**config.mk**
```make
export PLATFORM = sky130hd
export DESIGN_NAME = pipe_hazard_ctrl
export DESIGN_NICKNAME = d
export VERILOG_FILES = /design/src/rtl/pipe_ctrl_pkg.sv /design/src/rtl/pipe_load_use_det.sv /design/src/rtl/pipe_hazard_ctrl.sv
export SDC_FILE = /design/constraint.sdc
export NUM_CORES = 1
export LEC_CHECK = 0
export CAP_MARGIN = 40
export CORE_AREA = 2 2 64 66
export CTS_BUF_LIST = sky130_fd_sc_hd__clkbuf_8
export DETAILED_ROUTE_END_ITERATION = 7
export DIE_AREA = 0 0 66 68
export DONT_BUFFER_PORTS = 1
export HOLD_SLACK_MARGIN = 0.12
export SYNTH_ARGS = -nofsm -noshare
export SYNTH_HDL_FRONTEND = slang
export SYNTH_HIERARCHICAL = 1
export SYNTH_SLANG_ARGS = --single-unit
```
**constraint.sdc**
```tcl
create_clock -name clk -period 2.05 [get_ports clk]
set_clock_uncertainty 0.15 [all_clocks]
set_input_delay 0.1025 -clock clk [delete_from_list [all_inputs] [get_ports clk]]
set_output_delay 0.1025 -clock clk [all_outputs]
set_load 0.05 [all_outputs]
```
**src/rtl/pipe_ctrl_pkg.sv**
```systemverilog
// Shared types and constants for the pipeline hazard controller.
// State encoding is fixed because state_o exposes it for debug.
package pipe_ctrl_pkg;

  localparam int REG_ADDR_W = 5;
  localparam int PERF_W     = 32;
  localparam int CNT_W      = 3;

  typedef enum logic [2:0] {
    ST_RUN      = 3'd0,
    ST_LU_STALL = 3'd1,
    ST_MEM_WAIT = 3'd2,
    ST_DRAIN    = 3'd3,
    ST_HALTED   = 3'd4
  } state_e;

  // Saturating increment for the event counters.
  function automatic logic [PERF_W-1:0] sat_inc(input logic [PERF_W-1:0] v);
    return (&v) ? v : v + PERF_W'(1);
  endfunction

endpackage

```
**src/rtl/pipe_load_use_det.sv**
```systemverilog
// Load-use hazard comparator: flags an IF/ID source that matches the
// destination of a load currently in ID/EX (x0 never hazards).
module pipe_load_use_det
  import pipe_ctrl_pkg::*;
(
  input  logic                  idex_memread,
  input  logic [REG_ADDR_W-1:0] idex_rd,
  input  logic [REG_ADDR_W-1:0] id_rs1,
  input  logic [REG_ADDR_W-1:0] id_rs2,
  output logic                  hz
);

  always_comb begin
    hz = idex_memread && (idex_rd != '0) &&
         ((idex_rd == id_rs1) || (idex_rd == id_rs2));
  end

endmodule

```
**src/rtl/pipe_hazard_ctrl.sv**
```systemverilog
// Pipeline sequencer: stage enables, flush strobes, load-use/memory stalls,
// redirects and halt/drain. Define PIPE_CTRL_PERF_EN to add event counters.
module pipe_hazard_ctrl
  import pipe_ctrl_pkg::*;
#(
  parameter int LOAD_STALL_CYC = 1,
  parameter int DRAIN_CYC      = 4
) (
  input  logic                  clk,
  input  logic                  rst,
  input  logic [REG_ADDR_W-1:0] id_rs1,
  input  logic [REG_ADDR_W-1:0] id_rs2,
  input  logic                  idex_memread,
  input  logic [REG_ADDR_W-1:0] idex_rd,
  input  logic                  exmem_redirect,
  input  logic                  dmem_req,
  input  logic                  dmem_ready,
  input  logic                  halt_req,
  output logic                  pc_en,
  output logic                  if_id_en,
  output logic                  id_ex_en,
  output logic                  ex_mem_en,
  output logic                  mem_wb_en,
  output logic                  if_id_flush,
  output logic                  id_ex_flush,
  output logic                  ex_mem_flush,
  output logic                  halt_ack,
`ifdef PIPE_CTRL_PERF_EN
  output logic [PERF_W-1:0]     perf_lu_stall,
  output logic [PERF_W-1:0]     perf_mem_wait,
  output logic [PERF_W-1:0]     perf_flush,
`endif
  output logic [2:0]            state_o
);

  localparam logic [CNT_W-1:0] CNT_ONE    = CNT_W'(1);
  localparam logic [CNT_W-1:0] LU_INIT    = CNT_W'((LOAD_STALL_CYC > 1) ? LOAD_STALL_CYC - 2 : 0);
  localparam logic [CNT_W-1:0] DRAIN_INIT = CNT_W'(DRAIN_CYC - 1);

  state_e             state_q, state_d;
  state_e             ret_q, ret_d;
  logic [CNT_W-1:0]   cnt_q, cnt_d;
  logic               hz;
  logic               ev_bubble, ev_freeze, ev_flush;

  pipe_load_use_det u_lu_det (
    .idex_memread (idex_memread),
    .idex_rd      (idex_rd),
    .id_rs1       (id_rs1),
    .id_rs2       (id_rs2),
    .hz           (hz)
  );

  always_comb begin
    // NOTE: every signal gets a default before any branch so no path leaves one unassigned (no latches).
    state_d      = state_q;
    ret_d        = ret_q;
    cnt_d        = cnt_q;
    {pc_en, if_id_en, id_ex_en, ex_mem_en, mem_wb_en} = '0;
    {if_id_flush, id_ex_flush, ex_mem_flush}          = '0;
    halt_ack     = 1'b0;
    ev_bubble    = 1'b0;
    ev_freeze    = 1'b0;
    ev_flush     = 1'b0;

    if (rst) begin
      // Outputs held low; the state registers reset on the clock edge.
    end else if (state_q == ST_HALTED) begin
      halt_ack = 1'b1;
      if (!halt_req) state_d = ST_RUN;
    end else if ((dmem_req && !dmem_ready) || (state_q == ST_MEM_WAIT && !dmem_ready)) begin
      ev_freeze = 1'b1;
      if (state_q != ST_MEM_WAIT) begin
        state_d = ST_MEM_WAIT;
        ret_d   = state_q;
      end
    end else if (exmem_redirect) begin
      ev_flush = 1'b1;
      {pc_en, if_id_en, id_ex_en, ex_mem_en, mem_wb_en} = '1;
      {if_id_flush, id_ex_flush, ex_mem_flush}          = '1;
      // A drain in progress keeps counting down through a redirect.
      if (state_q == ST_DRAIN) begin
        if (cnt_q == '0) state_d = halt_req ? ST_HALTED : ST_RUN;
        else             cnt_d   = cnt_q - CNT_ONE;
      end else if (state_q == ST_MEM_WAIT && ret_q == ST_DRAIN) begin
        state_d = ST_DRAIN;
      end else begin
        state_d = ST_RUN;
      end
    end else if (state_q == ST_MEM_WAIT) begin
      {pc_en, if_id_en, id_ex_en, ex_mem_en, mem_wb_en} = '1;
      state_d = ret_q;
    end else if (state_q == ST_LU_STALL || (state_q == ST_RUN && hz)) begin
      ev_bubble   = 1'b1;
      id_ex_en    = 1'b1;
      id_ex_flush = 1'b1;
      ex_mem_en   = 1'b1;
      mem_wb_en   = 1'b1;
      if (state_q == ST_RUN) begin
        if (LOAD_STALL_CYC > 1) begin
          state_d = ST_LU_STALL;
          cnt_d   = LU_INIT;
        end
      end else if (cnt_q == '0) begin
        state_d = ST_RUN;
      end else begin
        cnt_d = cnt_q - CNT_ONE;
      end
    end else if (state_q == ST_DRAIN) begin
      {if_id_en, id_ex_en, ex_mem_en, mem_wb_en} = '1;
      if_id_flush = 1'b1;
      if (cnt_q == '0) state_d = halt_req ? ST_HALTED : ST_RUN;
      else             cnt_d   = cnt_q - CNT_ONE;
    end else begin
      {pc_en, if_id_en, id_ex_en, ex_mem_en, mem_wb_en} = '1;
      if (halt_req) begin
        state_d = ST_DRAIN;
        cnt_d   = DRAIN_INIT;
      end
    end
  end

  always_comb begin
    state_o = rst ? 3'd0 : state_q;
  end

  // NOTE: sequential state uses non-blocking assignments so all flops update together at the edge.
  always_ff @(posedge clk) begin
    if (rst) begin
      state_q <= ST_RUN;
      ret_q   <= ST_RUN;
      cnt_q   <= '0;
    end else begin
      state_q <= state_d;
      ret_q   <= ret_d;
      cnt_q   <= cnt_d;
    end
  end

`ifdef PIPE_CTRL_PERF_EN
  logic [PERF_W-1:0] perf_lu_q, perf_lu_d;
  logic [PERF_W-1:0] perf_mw_q, perf_mw_d;
  logic [PERF_W-1:0] perf_fl_q, perf_fl_d;

  always_comb begin
    perf_lu_d = ev_bubble ? sat_inc(perf_lu_q) : perf_lu_q;
    perf_mw_d = ev_freeze ? sat_inc(perf_mw_q) : perf_mw_q;
    perf_fl_d = ev_flush  ? sat_inc(perf_fl_q) : perf_fl_q;
  end

  always_ff @(posedge clk) begin
    if (rst) begin
      perf_lu_q <= '0;
      perf_mw_q <= '0;
      perf_fl_q <= '0;
    end else begin
      perf_lu_q <= perf_lu_d;
      perf_mw_q <= perf_mw_d;
      perf_fl_q <= perf_fl_d;
    end
  end

  always_comb begin
    perf_lu_stall = rst ? '0 : perf_lu_q;
    perf_mem_wait = rst ? '0 : perf_mw_q;
    perf_flush    = rst ? '0 : perf_fl_q;
  end
`endif

endmodule

```
==> results_tabular.tex, run 1 <==
\begin{tabular}{lr}
\hline
Metric & Value \\
\hline
\multicolumn{2}{l}{\textbf{Outcome}} \\
Status & complete, no violations \\
\multicolumn{2}{l}{\textbf{CTS}} \\
Clock Root Buffer & clkbuf\_8 \\
Clock transition time at the flip-flop clock pins of the worst setup and hold paths & 0.05 ns \\
Clk sink count & 9 \\
Maximum buffer depth of the clock tree & 2 \\
Clock latency on the worst-skew pair & 0.24 ns \\
Number of H-tree levels & 1 \\
TritonCTS buffer count & 3 \\
Clock tree from TritonCTS & done \\
\multicolumn{2}{l}{\textbf{Critical path}} \\
Crit-path leading delay family & compound AO/OA/AOI/OAI gates \\
Path type of the worst setup path & flop to flop \\
Startpoint type of the worst setup path & flop \\
Timing startpoint of the critical path & cnt\_q[0] \\
Worst path arrival time & 1.94 ns \\
Critical Path Fanout Max & 5 \\
Crit-path slowest cell & a2111o\_1 \\
Worst-case register-to-register setup slack & 0.07 ns \\
Start of the worst register-to-register path & cnt\_q[0] \\
Required time of the critical path & 2.01 ns \\
Crit path buffers/inverters & 1 \\
Worst path cell trace & inv\_1 > ha\_1 > nor2b\_1 > a2111o\_1 > a21o\_1 > o221ai\_2 > a21oi\_1 \\
Number of cells on the worst reg-to-reg path & 7 \\
Delay of the slowest cell on the worst path & 0.40 ns \\
Crit. path cell count & 7 \\
Worst R2R End & state\_q[1] \\
Termination of the worst setup path & state\_q[1] \\
Crit. End Element & flop \\
\multicolumn{2}{l}{\textbf{Drt}} \\
Vias post-DR & 980 \\
Wire length per cell after detailed routing & 13.8 um \\
Post-detailed-route via-to-cell ratio & 5.10 \\
DR pass1 iterations & 6 \\
Routed Antenna Nets & 0 \\
Top sig layer & met4 \\
Met1 Routed Length & 1190 um \\
Routed wl met3 & 188 um \\
DR iter-0 viols & 17 \\
Aggregate routed wire length & 2660 um \\
Residual DRC count & 0 \\
Detailed-routed wire length on met2 & 1240 um \\
\multicolumn{2}{l}{\textbf{Yosys}} \\
FFs w/ async S/R, synth & 0\% \\
Mapped Nets & 151 \\
Area contributors post-synth & dfxtp\_1 20\%, nor3\_1 6.0\%, xor2\_1 5.7\% \\
Most numerous cell types in the synthesized netlist & 11 x nor3\_1, 9 x dfxtp\_1, 9 x nor2\_1, 9 x o21ai\_0 \\
Number of enable flip-flop cells after synthesis & 0 \\
Most instantiated library cell after synthesis & nor3\_1 \\
Share of the synthesized area in the top cell type & 19.7\% \\
Register area share after synthesis & 19.7\% \\
Number of flip-flops and latches in the synthesized netlist & 9 \\
Post-synth top area cell & dfxtp\_1 \\
Post-Syn Area & 916 um2 \\
Synthesized area divided by synthesized cell count & 7.21 um2 \\
Top\_reg\_cell synth & dfxtp\_1 \\
Post-synthesis cell count & 127 \\
Yosys warning count & 6 \\
Number of distinct library cells after synthesis & 43 \\
\multicolumn{2}{l}{\textbf{Layout}} \\
Finished layout cell area & 0.00123 mm2 \\
Growth of design area from synthesis to finish & 34.4\% \\
Fraction of final layout cells with drive strength greater than 1 & 19.7\% \\
Antenna diodes & 0 \\
Total Nets Final & 167 \\
Finished Core Util & 31.9\% \\
\multicolumn{2}{l}{\textbf{Pwr}} \\
Worst-case vdd ir drop & 388 uV \\
Static Leakage & 0.454 nW \\
Power density over cell area & 634 mW/mm2 \\
\multicolumn{2}{l}{\textbf{Hold path}} \\
Beginning of the worst hold path & exmem\_redirect \\
Hold crit path type & input pin to flop \\
\multicolumn{2}{l}{\textbf{Timing}} \\
Normalized max-slew margin & 71.2\% \\
Hold violation total from the final report & 0 \\
Achievable clock frequency & 0.505 GHz \\
Post-route clock period utilization & 96.6\% \\
Final setup violation count & 0 \\
Setup Total Neg Slack & 0 ns \\
Final number of max-transition violations & 0 \\
Slew at the pin with the worst max-slew slack & 0.430 ns \\
Shortest period the worst path allows & 1.98 ns \\
\multicolumn{2}{l}{\textbf{Job}} \\
Number of max-cap violations & 0 \\
\multicolumn{2}{l}{\textbf{Global routing}} \\
Overflow left after global routing & 0 \\
Combined global-route utilization of all metal layers & 12.6\% \\
Wire length of the first global-routing pass & 4370 um \\
Antenna violations before repair & 0 \\
Pin count of the biggest net entering global routing & 13 \\
Via count of the first global-routing pass & 952 \\
\multicolumn{2}{l}{\textbf{Floorplanning}} \\
I/O pin total & 34 \\
Initial cell density of the core & 23.8\% \\
Total core area & 0.00386 mm2 \\
Num rows & 23 \\
Width of the die & 66 um \\
Chip height & 68 um \\
Die footprint & 0.00449 mm2 \\
\multicolumn{2}{l}{\textbf{Placed design}} \\
Placed wire-length estimate after detailed placement & 1950 um \\
Total placed instance area & 0.00113 mm2 \\
Input/output buffers & 0 \\
Routability congestion estimate & 0.790 \\
\hline
\end{tabular}
## power breakdown
group | switching (W) | total (W) | leakage, nW | internal (W)
clock network | 0.0000758 | 0.000207 | 0.0269 | 0.000131
logic | 0.000220 | 0.000368 | 0.353 | 0.000148
registers | 0.0000149 | 0.000206 | 0.0736 | 0.000191
## worst register-to-register path: stages, from the launching register on
cell      delay, ns
dfxtp_1        0.36
inv_1          0.08
ha_1           0.23
nor2b_1        0.15
a2111o_1       0.40
a21o_1         0.25
o221ai_2       0.18
a21oi_1        0.06
## logic make-up after synthesis
kind of cell | count (synthesis) | share of synthesized area [%]
and+or+nand+nor | 53 | 32.2
adders and majority gates | 2 | 2.73
DFF | 9 | 19.7
xor gates and xnor gates | 10 | 9.56
AOI/OAI and AO/OA | 37 | 28.3
buffers and inverters | 16 | 7.51
## metal layers
layer | vias to the layer above | global-route usage [%]
met4 | 0 | 5.10
met5 | - | 0
met2 | 34 | 20.1
met1 | 452 | 15.8
met3 | 4 | 3.95
li1 | 490 | -
## metrics by stage
step	instances	power, W	hold WS [ns]	worst slack [ns]
after floorplan	127	0.000457	0.267	0.000364
after global placement	184	0.000554	0.0285	0.0299
after detailed placement	184	0.000552	0.0267	0.0236
after CTS	192	0.000780	0.121	0.0218
after global routing	192	0.000829	0.155	-0.0192
final	192	0.000780	0.127	0.0690
## area by class of cell
type                       count  area [um2]
timing repair buffer          19         213
fill                         420        2630
inverter                       8        30.0
clock inverter                 1        3.75
clock buffer                   3        41.3
sequential                     9         181
multi-input combinational    102         699
tap                           50        62.6
## timing repair
| item | in CTS | in global routing |
|---|---|---|
| hold buffers | 3 | 0 |
| endpoints found under the hold margin | 9 | 0 |
| setup endpoints to repair | 4 | 8 |
| gates resized for setup | 1 | 2 |
| buffers inserted | 1 | 0 |
| pin swaps | 1 | 1 |
## cell usage in the layout (no fill, tap or decap), types with 5 or more instances in the layout
cell | synthesis | layout
nor3_1 | 11 | 9
xor2_1 | 6 | 6
o21ai_0 | 9 | 9
nor2_1 | 9 | 8
inv_1 | 8 | 9
buf_4 | 2 | 11
nand3_1 | 8 | 8
nand2b_1 | 8 | 8
a21oi_1 | 7 | 7
dfxtp_1 | 9 | 8
buf_12 | 0 | 5
## state kept, by name, indices dropped and copies added (netlist names)
signal	flops
cnt_q	3
state_q	3
ret_q	3
## how the worst min path moves through the flow
stage	endpoint	slack (ns)	cells after the start
detailed placement	cnt_q[2]	0.03	1
CTS	state_q[2]	0.12	3
global route	state_q[2]	0.15	4
global placement	cnt_q[2]	0.03	1
finish	state_q[2]	0.13	3
floorplan	state_q[2]	0.27	4
(Power assumes the default switching activity.)
==> inputs of run 2 (changes only) <==
==> constraint.sdc (replaced) <==
create_clock -name clk -period 2.05 [get_ports clk]
set_clock_uncertainty 0.15 [all_clocks]
set_input_delay 0.41 -clock clk [delete_from_list [all_inputs] [get_ports clk]]
set_output_delay 0.41 -clock clk [all_outputs]
set_load 0.05 [all_outputs]
==> results_tabular.tex, run 2 (synthesized netlist as in run 1, its figures left out) <==
\begin{tabular}{lr}
\hline
Metric & Value \\
\hline
\multicolumn{2}{l}{\textbf{Drt}} \\
Routed Antenna Nets & 0 \\
DR pass1 iterations & 5 \\
Residual DRC count & 0 \\
Wire length per cell after detailed routing & 13.5 um \\
Aggregate routed wire length & 2650 um \\
Post-detailed-route via-to-cell ratio & 4.97 \\
DR iter-0 viols & 35 \\
Vias post-DR & 979 \\
\multicolumn{2}{l}{\textbf{Outcome}} \\
Violated checks & setup timing \\
Status & finished with violations \\
\multicolumn{2}{l}{\textbf{Floorplanning}} \\
Initial cell density of the core & 23.8\% \\
Num rows & 23 \\
I/O pin total & 34 \\
Die footprint & 0.00449 mm2 \\
Chip height & 68 um \\
Width of the die & 66 um \\
Total core area & 0.00386 mm2 \\
\multicolumn{2}{l}{\textbf{Pwr}} \\
Clock Power Share & 25.1\% \\
Switching portion of total power & 38.6\% \\
Static Leakage & 0.491 nW \\
Fraction of power consumed by sequential logic & 24.7\% \\
Power spent charging and discharging nets & 0.000313 W \\
Worst-case vdd ir drop & 421 uV \\
Fraction of power consumed by combinational cells & 50.1\% \\
Pint & 0.000498 W \\
Power density over cell area & 621 mW/mm2 \\
\multicolumn{2}{l}{\textbf{Timing}} \\
Normalized max-slew margin & 69.4\% \\
RSZ-0062 raised after global routing & true \\
Final setup violation count & 11 \\
Achievable clock frequency & 0.434 GHz \\
Final setup margin & -0.254 ns \\
Hold violation total from the final report & 0 \\
Slew at the pin with the worst max-slew slack & 0.458 ns \\
Final number of max-transition violations & 0 \\
Shortest period the worst path allows & 2.30 ns \\
Post-route clock period utilization & 112\% \\
\multicolumn{2}{l}{\textbf{Critical path}} \\
Path type of the worst setup path & input pin to primary output \\
Required time of the critical path & 1.49 ns \\
Start of the worst register-to-register path & state\_q[0] \\
Worst path arrival time & 1.74 ns \\
Crit. End Element & primary output \\
Startpoint type of the worst setup path & input pin \\
Critical Path Fanout Max & 5 \\
Timing startpoint of the critical path & idex\_rd[1] \\
\multicolumn{2}{l}{\textbf{Layout}} \\
Commonest cells after routing, fill and taps aside & 16 x buf\_4, 9 x inv\_1, 9 x nor3\_1 \\
Biggest regs & cnt\_q: 3 flops, ret\_q: 3 flops, state\_q: 3 flops \\
Finished layout cell area & 0.00131 mm2 \\
Most common library cell in the layout ignoring fill and taps & buf\_4 \\
Finished Core Util & 33.8\% \\
Growth of design area from synthesis to finish & 42.5\% \\
Antenna diodes & 0 \\
Fraction of final layout cells with drive strength greater than 1 & 29.9\% \\
Total Nets Final & 172 \\
\multicolumn{2}{l}{\textbf{Placed design}} \\
Placed wire-length estimate after detailed placement & 1990 um \\
Routability congestion estimate & 0.757 \\
Total placed instance area & 0.00118 mm2 \\
Input/output buffers & 0 \\
\multicolumn{2}{l}{\textbf{CTS}} \\
Maximum buffer depth of the clock tree & 2 \\
Clock Root Buffer & clkbuf\_8 \\
Clk sink count & 9 \\
TritonCTS buffer count & 3 \\
Clock tree from TritonCTS & done \\
Clock transition time at the flip-flop clock pins of the worst setup and hold paths & 0.05 ns \\
Number of H-tree levels & 1 \\
Clock latency on the worst-skew pair & 0.23 ns \\
\multicolumn{2}{l}{\textbf{Global routing}} \\
Combined global-route utilization of all metal layers & 12.3\% \\
Wire length of the first global-routing pass & 4210 um \\
Antenna violations before repair & 0 \\
Pin count of the biggest net entering global routing & 23 \\
Via count of the first global-routing pass & 935 \\
Overflow left after global routing & 0 \\
\multicolumn{2}{l}{\textbf{Hold path}} \\
Hold crit path type & input pin to flop \\
Beginning of the worst hold path & rst \\
\multicolumn{2}{l}{\textbf{Job}} \\
Number of max-cap violations & 0 \\
\hline
\end{tabular}
==> run 2: cell count changes in the layout (fill, tap and decap cells not counted), moves of 2 or more <==
cell,before,now
buf_4,11,16
o21ai_2,0,2
o21a_1,3,0
buf_6,0,2
o21a_2,0,2
o21ai_0,9,6
dlygate4sd3_1,3,1
==> run 2: layout make-up <==
type | count | area [um2]
multi-input cells | 102 | 733
well taps | 50 | 62.6
repair buffers | 24 | 253
clock buffers | 3 | 41.3
fillers | 421 | 2550
inverters | 8 | 30.0
clock inverters | 1 | 3.75
flip-flops and latches | 9 | 181
==> run 2: worst paths after layout <==
path / to / slack [ns] / cells after the start
worst max-delay path: id_ex_flush / -0.25 / 7
worst min-delay path: state_q[1] / 0.23 / 3
worst max register to register: cnt_q[0] / 0.06 / 7
worst min register to register: cnt_q[0] / 0.36 / 1
==> run 2: worst max-delay path, stage by stage <==
cell	delay (ns)
or4_4	0.51
o21ai_2	0.14
a21oi_2	0.07
o21bai_1	0.19
o21ai_1	0.10
and2_4	0.18
buf_12	0.14
==> run 2: layer usage <==
layer / GRT usage (%) / up-vias / wire length (um)
li1: - / 502 / -
met1: 15.3 / 448 / 1220
met2: 20.5 / 23 / 1260
met3: 4.44 / 6 / 135
met4: 2.55 / 0 / 43
met5: 0 / - / 0
==> run 2: through the flow <==
step | total power (W) | hold WS (ns) | std cells | setup TNS, ns | setup WS (ns)
after floorplan | 0.000463 | 0.288 | 127 | -1.01 | -0.232
after global placement | 0.000570 | 0.308 | 190 | -1.80 | -0.283
after detailed placement | 0.000572 | 0.320 | 190 | -1.90 | -0.293
after CTS | 0.000812 | 0.224 | 197 | -1.09 | -0.256
after global routing | 0.000855 | 0.238 | 197 | -2.06 | -0.290
final | 0.000811 | 0.227 | 197 | -1.03 | -0.254
==> run 2: power groups by stage <==
| stage | registers (W) | logic (W) | clock network (W) |
|---|---|---|---|
| 2_1_floorplan | 0.000202 | 0.000261 | 0 |
| 4_1_cts | 0.000200 | 0.000404 | 0.000208 |
| 3_3_place_gp | 0.000203 | 0.000367 | 0 |
| 5_1_grt | 0.000202 | 0.000434 | 0.000219 |
| 3_5_place_dp | 0.000203 | 0.000369 | 0 |
| 6_report | 0.000200 | 0.000407 | 0.000204 |
==> run 2: what timing repair did <==
action | CTS | global route
setup buffers | 2 | 0
hold buffers | 1 | 0
resized for setup | 14 | 1
hold endpoints to repair | 6 | 0
pin swaps | 7 | 3
setup endpoints to repair | 10 | 14
gates cloned | 0 | 0
==> inputs of run 3 (changes only) <==
--- a/config.mk
+++ b/config.mk
@@ -12,6 +12,7 @@
 export DIE_AREA = 0 0 66 68
 export DONT_BUFFER_PORTS = 1
 export HOLD_SLACK_MARGIN = 0.12
+export MAX_ROUTING_LAYER = met4
 export SYNTH_ARGS = -nofsm -noshare
 export SYNTH_HDL_FRONTEND = slang
 export SYNTH_HIERARCHICAL = 1
==> results_tabular.tex, run 3 (synthesized netlist as in run 1, its figures left out) <==
\begin{tabular}{lr}
\hline
Metric & Value \\
\hline
\multicolumn{2}{l}{\textbf{Outcome}} \\
Status & finished with violations \\
Violated checks & setup timing \\
\multicolumn{2}{l}{\textbf{Critical path}} \\
Worst-case register-to-register setup slack & 0.07 ns \\
Worst R2R End & cnt\_q[0] \\
Worst path arrival time & 1.74 ns \\
Crit. End Element & primary output \\
Startpoint type of the worst setup path & input pin \\
Required time of the critical path & 1.49 ns \\
Start of the worst register-to-register path & state\_q[0] \\
Critical Path Fanout Max & 5 \\
Path type of the worst setup path & input pin to primary output \\
Number of cells on the worst reg-to-reg path & 7 \\
\multicolumn{2}{l}{\textbf{Floorplanning}} \\
Die footprint & 0.00449 mm2 \\
Num rows & 23 \\
Chip height & 68 um \\
Width of the die & 66 um \\
I/O pin total & 34 \\
Total core area & 0.00386 mm2 \\
Initial cell density of the core & 23.8\% \\
\multicolumn{2}{l}{\textbf{CTS}} \\
Clock Root Buffer & clkbuf\_8 \\
Clk sink count & 9 \\
Maximum buffer depth of the clock tree & 2 \\
TritonCTS buffer count & 3 \\
Clock transition time at the flip-flop clock pins of the worst setup and hold paths & 0.05 ns \\
Number of H-tree levels & 1 \\
Clock latency on the worst-skew pair & 0.23 ns \\
Clock tree from TritonCTS & done \\
\multicolumn{2}{l}{\textbf{Layout}} \\
Growth of design area from synthesis to finish & 42.5\% \\
Antenna diodes & 0 \\
Fraction of final layout cells with drive strength greater than 1 & 29.9\% \\
Biggest regs & cnt\_q: 3 flops, ret\_q: 3 flops, state\_q: 3 flops \\
Most common library cell in the layout ignoring fill and taps & buf\_4 \\
Commonest cells after routing, fill and taps aside & 16 x buf\_4, 9 x inv\_1, 9 x nor3\_1 \\
Total Nets Final & 172 \\
Count of filler cells inserted in the layout & 421 \\
\multicolumn{2}{l}{\textbf{Job}} \\
Number of max-cap violations & 0 \\
\multicolumn{2}{l}{\textbf{Hold path}} \\
Beginning of the worst hold path & rst \\
Hold crit path type & input pin to flop \\
Worst hold path stage count & 3 \\
Hold Path Sink & state\_q[1] \\
\multicolumn{2}{l}{\textbf{Timing}} \\
Setup Total Neg Slack & -0.971 ns \\
Final setup margin & -0.254 ns \\
Normalized max-slew margin & 69.4\% \\
Final setup violation count & 11 \\
Post-route clock period utilization & 112\% \\
RSZ-0062 raised after global routing & true \\
Slew at the pin with the worst max-slew slack & 0.458 ns \\
Achievable clock frequency & 0.434 GHz \\
Hold violation total from the final report & 0 \\
Shortest period the worst path allows & 2.30 ns \\
Final number of max-transition violations & 0 \\
\multicolumn{2}{l}{\textbf{Drt}} \\
Routed Antenna Nets & 0 \\
Aggregate routed wire length & 2610 um \\
DR iter-0 viols & 33 \\
Wire length per cell after detailed routing & 13.3 um \\
Post-detailed-route via-to-cell ratio & 5.00 \\
Vias post-DR & 985 \\
Residual DRC count & 0 \\
DR pass1 iterations & 4 \\
\multicolumn{2}{l}{\textbf{Pwr}} \\
Power density over cell area & 619 mW/mm2 \\
Total chip power & 0.000808 W \\
Static Leakage & 0.491 nW \\
Worst-case vdd ir drop & 419 uV \\
\multicolumn{2}{l}{\textbf{Global routing}} \\
Antenna violations before repair & 0 \\
Wire length of the first global-routing pass & 4210 um \\
Via count of the first global-routing pass & 935 \\
Overflow left after global routing & 0 \\
Combined global-route utilization of all metal layers & 12.6\% \\
Pin count of the biggest net entering global routing & 23 \\
\multicolumn{2}{l}{\textbf{Placed design}} \\
Placed wire-length estimate after detailed placement & 1990 um \\
Routability congestion estimate & 0.767 \\
Input/output buffers & 0 \\
\hline
\end{tabular}
run 3: final cells by class:
class                           instances  area, um2  share of cell area, %
Tap cell                               50       62.6                   4.79
Multi-Input combinational cell        102        733                   56.2
Clock inverter                          1       3.75                  0.288
Inverter                                8       30.0                   2.30
Sequential cell                         9        181                   13.9
Timing Repair Buffer                   24        253                   19.4
Clock buffer                            3       41.3                   3.16
run 3: repair_timing:
| item | in CTS | in global routing |
|---|---|---|
| resized for setup | 14 | 1 |
| buffers inserted | 2 | 0 |
| pin swaps | 7 | 3 |
| hold buffers | 1 | 0 |
| endpoints found under the hold margin | 6 | 0 |
| endpoints found under the setup margin | 10 | 14 |
run 3: per-layer routing:
metal,up-vias,track usage [%],part of all wire (%)
met4,0,2.55,1.6
li1,501,-,-
met5,-,-,0
met3,6,4.44,5.0
met2,27,20.5,48
met1,451,15.3,45
run 3: worst max path at each step:
| stage | startpoint | end | slack, ns | cells after the start |
|---|---|---|---|---|
| floorplan | idex_rd[1] | id_ex_flush | -0.23 | 6 |
| global placement | idex_rd[1] | id_ex_flush | -0.28 | 7 |
| detailed placement | idex_rd[3] | cnt_q[0] | -0.29 | 10 |
| CTS | idex_rd[1] | id_ex_flush | -0.26 | 7 |
| global route | idex_rd[0] | if_id_en | -0.29 | 8 |
| finish | idex_rd[1] | id_ex_flush | -0.25 | 7 |
run 3: per-stage QoR:
step | area (um2) | cells | hold slack [ns] | worst slack [ns] | util (%)
after floorplan | 946 | 127 | 0.288 | -0.232 | -
after global placement | 1180 | 190 | 0.308 | -0.283 | 30.5
after detailed placement | 1180 | 190 | 0.320 | -0.293 | 30.5
after CTS | 1310 | 197 | 0.224 | -0.256 | 33.8
after global routing | 1310 | 197 | 0.238 | -0.290 | 33.8
final | 1310 | 197 | 0.229 | -0.254 | 33.8
run 3: critical path, stage by stage:
cell and delay [ns]:
or4_4 0.51, o21ai_2 0.14, a21oi_2 0.07, o21bai_1 0.19
o21ai_1 0.10, and2_4 0.18, buf_12 0.14
run 3: power breakdown:
part / internal [W] / total [W] / switching, W
Combinational: 0.000177 / 0.000405 / 0.000229
Clock: 0.000131 / 0.000202 / 0.0000716
Sequential: 0.000191 / 0.000200 / 0.00000990
Total: 0.000498 / 0.000808 / 0.000310
